===== src/rtl/gsr_pur_assign_if.sv =====
// Global reset nets shared between the generator and the primitives it feeds:
// the user GSR request in, the active-low PUR/GSR nets out.
interface gsr_pur_assign_if;
  logic GSR_N;
  logic GSR_sig;
  logic PUR_sig;

  modport master (
    output GSR_N,
    input  GSR_sig,
    input  PUR_sig
  );

  modport slave (
    input  GSR_N,
    output GSR_sig,
    output PUR_sig
  );
endinterface


===== src/rtl/gsr_pur_assign.sv =====
// Power-up reset and global set/reset generator. PUR_sig releases a fixed number
// of cycles after RST; GSR_sig adds a synchronised, pulse-stretched user request.
module gsr_pur_assign #(
  parameter int unsigned PUR_CYCLES      = 16,
  parameter string       GSR_ENABLE      = "ENABLED",
  parameter int unsigned GSR_SYNC_STAGES = 2,
  parameter int unsigned GSR_STRETCH     = 4
) (
  input logic             SCLK,
  input logic             RST,
  gsr_pur_assign_if.slave gsr_if
);

  localparam int unsigned PW = $clog2(PUR_CYCLES + 1);
  localparam int unsigned SW = (GSR_STRETCH > 0) ? $clog2(GSR_STRETCH + 1) : 1;
  localparam logic [PW-1:0] PUR_MAX      = PW'(PUR_CYCLES);
  localparam logic [SW-1:0] STRETCH_LOAD = SW'(GSR_STRETCH);
  localparam bit            GSR_EN       = (GSR_ENABLE == "ENABLED");

  logic [PW-1:0]              pur_cnt_q, pur_cnt_d;
  logic                       pur_q, pur_d;
  logic [GSR_SYNC_STAGES-1:0] sync_q, sync_d;
  logic                       sync_out;
  logic [SW-1:0]              stretch_q, stretch_d;
  logic                       gsr_q, gsr_d;

  // Synchroniser chain: stage 0 samples the asynchronous request.
  assign sync_d[0] = gsr_if.GSR_N;

  genvar gi;
  generate
    for (gi = 1; gi < GSR_SYNC_STAGES; gi++) begin : g_sync
      assign sync_d[gi] = sync_q[gi-1];
    end
  endgenerate

  assign sync_out = sync_q[GSR_SYNC_STAGES-1];

  always_comb begin
    pur_cnt_d = pur_cnt_q;
    if (pur_cnt_q < PUR_MAX) begin
      pur_cnt_d = pur_cnt_q + PW'(1);
    end
    pur_d = (pur_cnt_d == PUR_MAX);

    // Any low sample reloads the stretch, so overlapping requests extend the low.
    stretch_d = stretch_q;
    if (!sync_out) begin
      stretch_d = STRETCH_LOAD;
    end else if (stretch_q != '0) begin
      stretch_d = stretch_q - SW'(1);
    end

    if (GSR_EN) begin
      gsr_d = pur_d & sync_out & (stretch_q == '0);
    end else begin
      gsr_d = pur_d;
    end
  end

  always_ff @(posedge SCLK) begin
    if (RST) begin
      pur_cnt_q <= '0;
      pur_q     <= 1'b0;
      sync_q    <= '0;
      stretch_q <= STRETCH_LOAD;
      gsr_q     <= 1'b0;
    end else begin
      pur_cnt_q <= pur_cnt_d;
      pur_q     <= pur_d;
      sync_q    <= sync_d;
      stretch_q <= stretch_d;
      gsr_q     <= gsr_d;
    end
  end

  assign gsr_if.PUR_sig = pur_q;
  assign gsr_if.GSR_sig = gsr_q;

endmodule


===== src/flat_wrapper.sv =====
// flat-port wrapper written by rule: the top's interface ports become plain ports
module gsr_pur_assign_flat 
#(
  parameter int unsigned PUR_CYCLES      = 16,
  parameter string       GSR_ENABLE      = "       ",
  parameter int unsigned GSR_SYNC_STAGES = 2,
  parameter int unsigned GSR_STRETCH     = 4
)
  (SCLK, RST, gsr_if_GSR_N, gsr_if_GSR_sig, gsr_if_PUR_sig);
  gsr_pur_assign_if gsr_if_i ();
  input logic SCLK;
  input logic RST;
  input wire logic [$bits(gsr_if_i.GSR_N)-1:0] gsr_if_GSR_N;
  output wire logic [$bits(gsr_if_i.GSR_sig)-1:0] gsr_if_GSR_sig;
  output wire logic [$bits(gsr_if_i.PUR_sig)-1:0] gsr_if_PUR_sig;
  assign gsr_if_i.GSR_N = gsr_if_GSR_N;
  assign gsr_if_GSR_sig = gsr_if_i.GSR_sig;
  assign gsr_if_PUR_sig = gsr_if_i.PUR_sig;
  gsr_pur_assign #(.PUR_CYCLES(PUR_CYCLES), .GSR_ENABLE(GSR_ENABLE), .GSR_SYNC_STAGES(GSR_SYNC_STAGES), .GSR_STRETCH(GSR_STRETCH)) u_core (.SCLK(SCLK), .RST(RST), .gsr_if(gsr_if_i));
endmodule

===== config.mk =====
export PLATFORM = sky130hd
export DESIGN_NAME = gsr_pur_assign_flat
export DESIGN_NICKNAME = d
export VERILOG_FILES = /design/src/rtl/gsr_pur_assign_if.sv /design/src/rtl/gsr_pur_assign.sv /design/src/flat_wrapper.sv
export SDC_FILE = /design/constraint.sdc
export NUM_CORES = 1
export LEC_CHECK = 0
export ABC_AREA = 0
export CELL_PAD_IN_SITES_DETAIL_PLACEMENT = 1
export CELL_PAD_IN_SITES_GLOBAL_PLACEMENT = 1
export CORE_AREA = 4 4 41 43
export CTS_BUF_LIST = sky130_fd_sc_hd__clkbuf_4
export DETAILED_ROUTE_END_ITERATION = 12
export DIE_AREA = 0 0 45 47
export PLACE_DENSITY = 0.55
export SLEW_MARGIN = 20
export SYNTH_ARGS = -nofsm -noshare
export SYNTH_HDL_FRONTEND = slang
export SYNTH_SLANG_ARGS = --single-unit

===== constraint.sdc =====
create_clock -name SCLK -period 1.55 [get_ports SCLK]
set_clock_uncertainty 0.05 [all_clocks]
set_input_delay 0.31 -clock SCLK [delete_from_list [all_inputs] [get_ports SCLK]]
set_output_delay 0.31 -clock SCLK [all_outputs]
set_load 0.02 [all_outputs]

== Word-level counts from Yosys, hierarchy flattened ==
Cells that the tools add are included.

* Bits in registers: 6
* Output and inout port bits: 2

* Add/sub/neg operators: 1
* Mux-type cells: 1
* Equality and inequality tests: 1
* $lt $le $gt $ge: 1

{| class="wikitable"
|+ Operator list
! kind !! number
|-
| $add A5 B1 Y5 const B || 1
|-
| $eq A5 B5 Y1 const B || 1
|-
| $lt A5 B5 Y1 const B || 1
|-
| $mux W5 || 1
|}

== Depth between registers and ports, before layout ==
Gate-level depths: netlist (run 1).

* Depth in word-level cells: 3
* Depth in mapped cells: 4
* Depth with buffers taken out: 4

== Worst setup path after synthesis (run 1) ==
OpenSTA, ideal clock, no wires.

* Path kind: reg2reg
* Start point: reg u_core.pur_cnt_q[0]
* End point: reg u_core.gsr_q (netlist: u_core.gsr_if.GSR_sig)
* Slack: 0.376 ns
* Buffers on the path: 0
* Cell stages (with the launch flop): 5
* Required time: 1.442 ns
* Setup time: 0.058 ns
* Data arrival time: 1.066 ns
* Cell sequence: dfxtp_1 > ha_1 > xor2_1 > nor4b_1 > o211a_1

* Longest elaborated chain between the ends: 3
* Elaborated cells on any way between the ends: 4
* Those cells by class: add/sub: 1; order compare: 1; eq/ne: 1; mux: 1

{| class="wikitable"
|+ RTL lines
! element !! line !! source
|-
| start, declared || gsr_pur_assign.sv:20 || <nowiki>logic [PW-1:0] pur_cnt_q, pur_cnt_d;</nowiki>
|-
| start signal, assigned || gsr_pur_assign.sv:69 || <nowiki>pur_cnt_q <= pur_cnt_d;</nowiki>
|-
| $add A5 B1 Y5 / $lt A5 B5 Y1 (equally long branches) || gsr_pur_assign.sv:42, gsr_pur_assign.sv:41 ||
|-
| $mux W5 (*) || gsr_pur_assign.sv:41 || <nowiki>if (pur_cnt_q < PUR_MAX) begin</nowiki>
|-
| $eq A5 B5 Y1 (*) || gsr_pur_assign.sv:44 || <nowiki>pur_d = (pur_cnt_d == PUR_MAX);</nowiki>
|-
| end signal, assigned || gsr_pur_assign.sv:73 || <nowiki>gsr_q <= gsr_d;</nowiki>
|-
| end, declared || gsr_pur_assign.sv:25 || <nowiki>logic gsr_q, gsr_d;</nowiki>
|}

Every way passes the cells marked *; elsewhere a longest branch is shown, timed or not.
A chain may end at the register's enable or synchronous reset.

== Final worst setup path (run 1) ==
Ends and elaborated chain as after synthesis.

==> flow_results.org, run 1 <==
** Yosys
- Yosys attributes the largest share of cell area to sky130_fd_sc_hd__dfxtp_1 46%, sky130_fd_sc_hd__xor2_1 10%, sky130_fd_sc_hd__nor2_1 7.2%.
- The share of synthesized area in the top cell type comes to 0.4615.
- For this run, the register share of the synthesized area comes to 0.4615.
- Per-instance average area after synthesis :: 10.41 um2
- The largest total area in the synthesized netlist belongs to sky130_fd_sc_hd__dfxtp_1.
- Summing every instance area after synthesis gives 260.3 um2.
- Post-Synthesis Net Count :: 29
- Cell with the most instances after synthesis :: sky130_fd_sc_hd__dfxtp_1
- Among all flip-flop cells after synthesis, the most frequent one is sky130_fd_sc_hd__dfxtp_1.
- Yosys mapped the design onto 13 distinct sky130hd cell types.
- Gate count of the mapped netlist :: 25
- Fraction of synthesis flops using an asynchronous set or reset pin :: 0
- Counting flops with a built-in enable in the synthesized netlist gives 0.
- Yosys reg bits :: 6
- Yosys printed 0 warnings.
- Leading cell types by count after synthesis :: 6 x sky130_fd_sc_hd__dfxtp_1, 5 x sky130_fd_sc_hd__nor2_1, 3 x sky130_fd_sc_hd__xor2_1

** Placement
- Input and output buffers added on the ports amount to 3.
- The congestion estimate from routability-driven global placement came to 0.7206.
- After legalization and detailed placement, the total HPWL measured 361.6 um.
- Including well taps, the total number of placed cells is 41.
- In this run the cell area measured after placement is 296.5 um2.

** STA
- Transition time at the pin with the least slew margin :: 0.3002 ns
- Setup repair after global routing missed its margin :: no
- Setup violations remaining at the end of the flow were counted as 0.
- For this run, the top clock speed supported by timing is 0.7625 GHz.
- Smallest hold slack :: 0.4996 ns
- Share of the clock period used by the worst path :: 0.8462
- Headroom to the max-slew limit came out at 0.7970.
- The number of slew-limit violations in the final report was 0.
- Final number of hold-violating endpoints :: 0
- Clock period minus worst slack :: 1.312 ns
- For the final routed database, the setup TNS stands at 0 ns.

** CTS
- Inserted Clock Buffers :: 3
- Clock-pin slew was measured on the worst setup and hold paths at 0.04 ns.
- At the later pin of the worst-skew pair, clock insertion delay measures 0.24 ns.
- Sinks on Clock Net :: 6
- Maximum buffer depth of the clock tree :: 2
- Clock H-tree levels :: 1
- The tree is rooted in a sky130_fd_sc_hd__clkbuf_4.
- TritonCTS clock tree :: built
- Hold bufs inserted after CTS :: 0

** Power and ir drop
- Proportion of power drawn by the clock network :: 0.419
- Overall power consumption after layout is estimated at 0.3417 mW.
- Standby leakage power :: 0.1800 nW
- Power density over the cells :: 1055 nW/um2
- Of the total power, combinational logic draws 0.080.
- Of the total power, registers draw 0.500.
- Internal power component :: 0.2640 mW
- Net Sw Power :: 0.07772 mW
- Switching fraction of total power :: 0.2274
- IR analysis of the VDD net gives a maximum drop of 0.0004933 V.

** Hold path
- Path type of the worst min-delay path :: reg2reg
- Cell depth of the worst hold path :: 2
- Sink of the worst hold path :: u_core.pur_cnt_q[3]
- The worst hold path begins at u_core.pur_cnt_q[3].

** GRT
- Entering global routing, the biggest net connects 8 pins.
- The number of global-route vias before repair came to 214.
- The first global-routing pass estimated 828 um of wire.
- Overflow left after global routing :: 0
- The initial antenna violation count is 0.
- GR Util All Layers :: 0.06017

** Setup path
- Across all register-to-register paths, the minimum setup slack is 0.24 ns.
- Along the worst path, the maximum fanout reaches 5.
- The worst setup path is launched from a register.
- The worst setup path is captured at a register.
- The worst register-to-register path ends at u_core.gsr_if.GSR_sig.
- Counting cells, the worst reg-to-reg path comes to 4.
- For the worst setup path, the data arrival time is 1.45 ns.
- The worst register-to-register path begins at u_core.pur_cnt_q[0].
- Crit path kind :: reg2reg
- STA puts the critical path data required time at 1.69 ns.

** Floorplanning
- After floorplanning, the core was sized to cover 1301 um2.
- Placement row count :: 13
- The initial utilization of the core area, before any placement, comes to 0.2000.
- The floorplan step defined a die boundary enclosing 2115 um2.
- Overall die height :: 47 um
- Floorplan die width :: 45 um
- Count of pins on the block boundary :: 5

** Run
- Max Cap Violations :: 0

** Final layout
- Share of post-route cells with drive strength above 1 :: 0.1379
- Diodes inserted :: 0
- The finished layout holds 44 standard cells, fillers aside.
- Nets :: 35
- With fillers left out, the area of the finished cells amounts to 324.1 um2.
- Area Overhead vs Synth :: 24.52%

** Route
- After detailed routing, the number of vias per cell comes to 4.364.
- Via count :: 192
- For this run, the detailed router's first-pass iteration total came to 1.
- Remaining antenna violation count after routing :: 0
- After detailed routing, the total wire length is 474 um.
- After detailed routing, the number of remaining DRC violations is 0.
- Starting DRT DRC Count :: 0
- Routed wirelength normalized by instance count :: 10.77 um

** Run status
- The run finished with clean final reports.
[stage by stage]
| stage | setup slack [ns] | util |
|---|---|---|
| after floorplan | 0.3760 | - |
| after global placement | 0.2690 | 0.2279 |
| after global routing | 0.1737 | 0.2490 |
| after CTS | 0.002431 | 0.2452 |
| after detailed placement | 0.2437 | 0.2279 |
| final | 0.2385 | 0.2490 |
[placed cells by master (no fill, tap or decap), drive strengths merged]
master,n
dfxtp,6
nor4b,2
clkdlybuf4s50,1
mux2i,1
dlymetal6s2s,2
ha,1
xnor2,1
xor2,3
nand4b,1
and2b,1
clkbuf,3
nor2,5
o211a,1
a31oi,1
[kinds of logic (layout without fill, tap and decap cells)]
logic type                 after synthesis  count (layout)  share of synthesized area
DFF                                      6               6                     0.4616
AOI/OAI and AO/OA                        2               2                    0.06252
adders and majority gates                1               1                    0.04807
buffers and inverters                    2               6                    0.04807
muxes                                    1               1                    0.03846
xor gates and xnor gates                 4               4                     0.1346
and+or+nand+nor                          9               9                     0.2068
[area by class of cell]
cell class              instances  area, um2
fillers                       154      977.2
multi-input cells              17      127.6
flip-flops and latches          6      120.1
repair buffers                  3      35.03
clock buffers                   3      22.52
well taps                      15      18.77
[worst max-delay path: stages (launching register included)]
cell,delay [ns]
sky130_fd_sc_hd__dfxtp_1,0.35
sky130_fd_sc_hd__ha_1,0.25
sky130_fd_sc_hd__xor2_1,0.15
sky130_fd_sc_hd__nor4b_1,0.29
sky130_fd_sc_hd__o211a_1,0.17
[repair_timing]
action,CTS,global route
setup buffers,0,0
gates resized for setup,0,2
endpoints found under the setup margin,0,2
[how the worst max path moves through the flow]
stage,startpoint,cells after the start,end,slack (ns)
floorplan,u_core.pur_cnt_q[0],4,u_core.gsr_if.GSR_sig,0.38
global placement,u_core.pur_cnt_q[0],4,u_core.gsr_if.GSR_sig,0.27
detailed placement,u_core.pur_cnt_q[0],4,u_core.gsr_if.GSR_sig,0.24
CTS,u_core.gsr_if.GSR_sig,1,gsr_if_PUR_sig,0.002
global route,u_core.pur_cnt_q[0],4,u_core.gsr_if.GSR_sig,0.17
finish,u_core.pur_cnt_q[0],4,u_core.gsr_if.GSR_sig,0.24
[flip-flops by register name (all words and copies together), names as in the netlist]
| signal | count |
|---|---|
| u_core.pur_cnt_q | 5 |
| u_core.gsr_if.GSR_sig | 1 |
[metal layers]
metal / vias to the layer above / share of wire / global-route usage
li1: 97 / - / -
met1: 88 / 0.40 / 0.05034
met2: 7 / 0.49 / 0.1017
met3: 0 / 0.11 / 0.05747
met4: 0 / 0 / 0.01754
met5: - / 0 / 0
[power by group through the flow]
stage          Combinational [mW]  Clock (mW)  Sequential [mW]
2_1_floorplan              0.0191           0            0.171
4_1_cts                    0.0279       0.152            0.171
6_report                   0.0275       0.143            0.171
5_1_grt                    0.0303       0.160            0.172
3_5_place_dp               0.0276           0            0.174
3_3_place_gp               0.0254           0            0.173
No activity file was read; power rests on OpenSTA's default activity.
==> run 2: changes to the inputs <==
--- a/config.mk
+++ b/config.mk
@@ -12,7 +12,7 @@
 export CTS_BUF_LIST = sky130_fd_sc_hd__clkbuf_4
 export DETAILED_ROUTE_END_ITERATION = 12
 export DIE_AREA = 0 0 45 47
-export PLACE_DENSITY = 0.55
+export PLACE_DENSITY = 0.56
 export SLEW_MARGIN = 20
 export SYNTH_ARGS = -nofsm -noshare
 export SYNTH_HDL_FRONTEND = slang
==> constraint.sdc (replaced) <==
create_clock -name SCLK -period 1.1 [get_ports SCLK]
set_clock_uncertainty 0.05 [all_clocks]
set_input_delay 0.22 -clock SCLK [delete_from_list [all_inputs] [get_ports SCLK]]
set_output_delay 0.22 -clock SCLK [all_outputs]
set_load 0.02 [all_outputs]
==> run 2 against run 1 <==
Net effect:
- the flow now finishes with violations (negative setup slack)
- register-to-register slack worse by 0.29 ns
- routed wire length grew 20%
- flip-flop and latch count is the same
- worst setup slack worse by 0.29 ns
- largest power group unchanged
==> flow_results.org, run 2 (synthesis results as in run 1) <==
** Run status
- The flow ran to the end, but the final reports show violations.
- The checks that failed: negative setup slack.

** STA
- Share of the clock period used by the worst path :: 1.047
- The number of hold-slack violations in the final timing report is 0.
- On the final layout, the worst hold slack is 0.5108 ns.
- Pins Over Slew Limit :: 0
- Setup repair after global routing missed its margin :: yes
- Static timing analysis puts the maximum clock frequency at 0.8686 GHz.
- Transition time at the pin with the least slew margin :: 0.2389 ns
- Adding up every negative setup slack in the final design gives -0.07170 ns.
- Setup slack after layout :: -0.05129 ns
- Worst slew margin :: 0.8385
- The worst path in the final design needs a cycle of 1.151 ns, including I/O delays and setup.
- Setup violations remaining at the end of the flow were counted as 2.

** CTS
- Sinks on Clock Net :: 6
- TritonCTS built the clock tree.
- The later pin in the worst-skew pair is clocked with a latency of 0.24 ns.
- Clock H-tree levels :: 1
- Maximum buffer depth of the clock tree :: 2
- Hold bufs inserted after CTS :: 0
- In this run the post-CTS setup repair buffer count came out at 0.
- Inserted Clock Buffers :: 3
- In this run the clock root is driven by a sky130_fd_sc_hd__clkbuf_4.
- Clk pin slew, worst setup/hold paths :: 0.05 ns

** Final layout
- The multi-input combinational cells in the finished layout cover a total of 162.7 um2.
- Leaving out fill and tap cells, the most frequent cell in the layout is sky130_fd_sc_hd__buf_4.
- The register with the most flip-flops in the layout has 5 of them.
- The top cell types in the final layout, fill and taps aside, are 5 x sky130_fd_sc_hd__buf_4, 4 x sky130_fd_sc_hd__nor2_1, 4 x sky130_fd_sc_hd__dfxtp_1.
- The number of antenna diodes in the final layout is 0.
- Post-Layout Inst Area :: 395.4 um2
- In the final layout, the share of cells above drive strength 1 is 0.5429.
- The net count of the finished layout is 41.
- Area Overhead vs Synth :: 51.92%
- Biggest register :: u_core.pur_cnt_q
- Total of fill cells in the finished design :: 159
- Across the whole layout, storage elements account for 122.6 um2.

** Power and ir drop
- The analysis attributes to cell leakage a power of 0.1820 nW.
- Power consumption :: 0.5281 mW
- Power density over the cells :: 1336 nW/um2
- Across the VDD grid, the largest voltage drop is 0.0005317 V.

** Setup path
- The critical path is of the reg2reg type.
- Maximum fanout along the worst path :: 2
- In this run the register-to-register setup slack is -0.05 ns.
- Worst Reg-to-Reg Cells :: 4
- Data on the critical path arrives at its endpoint at 1.29 ns.
- Critical path endpoint category :: register
- Worst endpoint required time :: 1.24 ns
- End of the worst register-to-register path :: u_core.gsr_if.GSR_sig
- Reg-to-reg critical path startpoint :: u_core.pur_cnt_q[1]
- The worst setup path is launched from a register.

** Floorplanning
- Area of the core :: 1301 um2
- The floorplan step defined a die boundary enclosing 2115 um2.
- The floorplan step set the die height to 47 um.
- Count of pins on the block boundary :: 5
- Floorplan die width :: 45 um
- Placement row count :: 13
- Effective utilization at floorplan :: 0.2000

** GRT
- Number of global-route vias before repair :: 227
- First-pass GRT wire length :: 931 um
- Initial antenna violation count :: 0
- For this run, the total global-route usage over all layers was measured as 0.06646.
- After global routing the overflow that remains totals 0.
- Entering global routing, the biggest net connects 7 pins.

** Placement
- # port buffers :: 3
- After detailed placement, the total cell area comes to 356.6 um2.
- HPWL after DPL :: 458.2 um
- Weighted congestion reported at the end of routability-driven placement :: 0.7459

** Route
- First-pass DRT Iterations :: 1
- In this run the remaining antenna-violating nets after routing total 0.
- Post-route DRC violation count :: 0
- Drt via density :: 4.160
- Via count :: 208
- Starting DRT DRC Count :: 0
- Routed wirelength normalized by instance count :: 11.38 um
- Wires add up to 569 um.

** Hold path
- Path type of the worst min-delay path :: reg2reg
- The worst hold path passes through 2 cells.
- The path with the worst hold slack has its endpoint at u_core.pur_cnt_q[3].
- Startpoint of the most critical hold path :: u_core.pur_cnt_q[3]

** Run
- Across the run, the number of max-cap violations was 0.
## run 2: critical path, stage by stage, from the launching register on
cell and delay, ns:
sky130_fd_sc_hd__dfxtp_2 0.33, sky130_fd_sc_hd__ha_4 0.16, sky130_fd_sc_hd__xor2_1 0.14, sky130_fd_sc_hd__nor4b_2 0.23, sky130_fd_sc_hd__o211a_1 0.17
## run 2: layer usage
| metal | GRT usage | routed length [um] | vias to the layer above |
|---|---|---|---|
| met4 | 0.09942 | 25 | 0 |
| met5 | 0 | 0 | - |
| met3 | 0.01533 | 8 | 4 |
| li1 | - | - | 107 |
| met1 | 0.05708 | 240 | 94 |
| met2 | 0.1073 | 294 | 3 |
## run 2: cell type report
type | count | share of cell area
multi-input combinational | 17 | 0.4114
timing repair buffer | 9 | 0.1741
tap | 15 | 0.04747
clock buffer | 3 | 0.05696
sequential | 6 | 0.3101
## run 2: stage by stage
stage	setup WS (ns)	util	cells
final	-0.05129	0.3038	50
after global placement	-0.09774	0.2740	47
after global routing	-0.1156	0.3038	50
after floorplan	-0.05890	-	25
after detailed placement	-0.1020	0.2740	47
after CTS	-0.05830	0.2942	50
## run 2: power breakdown
part,internal [mW],switching (mW)
logic,0.0477,0.0324
registers,0.229,0.0101
clock network,0.124,0.0847
total,0.401,0.127
## run 2: timing repair
action                                  CTS  global route
pin swaps                                 2             0
cloned                                    0             0
gates resized for setup                  10             3
endpoints found under the setup margin    4             2
## run 2: worst max-delay path by stage
stage                              startpoint                     to  slack, ns  depth (start not counted)
after floorplan           u_core.pur_cnt_q[0]  u_core.gsr_if.GSR_sig      -0.06                          4
after global placement    u_core.pur_cnt_q[1]  u_core.gsr_if.GSR_sig       -0.1                          4
after detailed placement  u_core.pur_cnt_q[1]  u_core.gsr_if.GSR_sig      -0.10                          4
after CTS                 u_core.pur_cnt_q[1]  u_core.gsr_if.GSR_sig      -0.06                          5
after global routing      u_core.pur_cnt_q[1]  u_core.gsr_if.GSR_sig      -0.12                          4
final                     u_core.pur_cnt_q[1]  u_core.gsr_if.GSR_sig      -0.05                          4
==> run 3: changes to the inputs <==
--- a/config.mk
+++ b/config.mk
@@ -6,14 +6,16 @@
 export NUM_CORES = 1
 export LEC_CHECK = 0
 export ABC_AREA = 0
+export CAP_MARGIN = 0
 export CELL_PAD_IN_SITES_DETAIL_PLACEMENT = 1
 export CELL_PAD_IN_SITES_GLOBAL_PLACEMENT = 1
 export CORE_AREA = 4 4 41 43
 export CTS_BUF_LIST = sky130_fd_sc_hd__clkbuf_4
+export CTS_CLUSTER_SIZE = 16
 export DETAILED_ROUTE_END_ITERATION = 12
 export DIE_AREA = 0 0 45 47
 export PLACE_DENSITY = 0.56
-export SLEW_MARGIN = 20
+export SLEW_MARGIN = 40
 export SYNTH_ARGS = -nofsm -noshare
 export SYNTH_HDL_FRONTEND = slang
 export SYNTH_SLANG_ARGS = --single-unit
==> results of run 3 <==
Same layout as run 2: the final DEF is identical, and so are final timing and power.
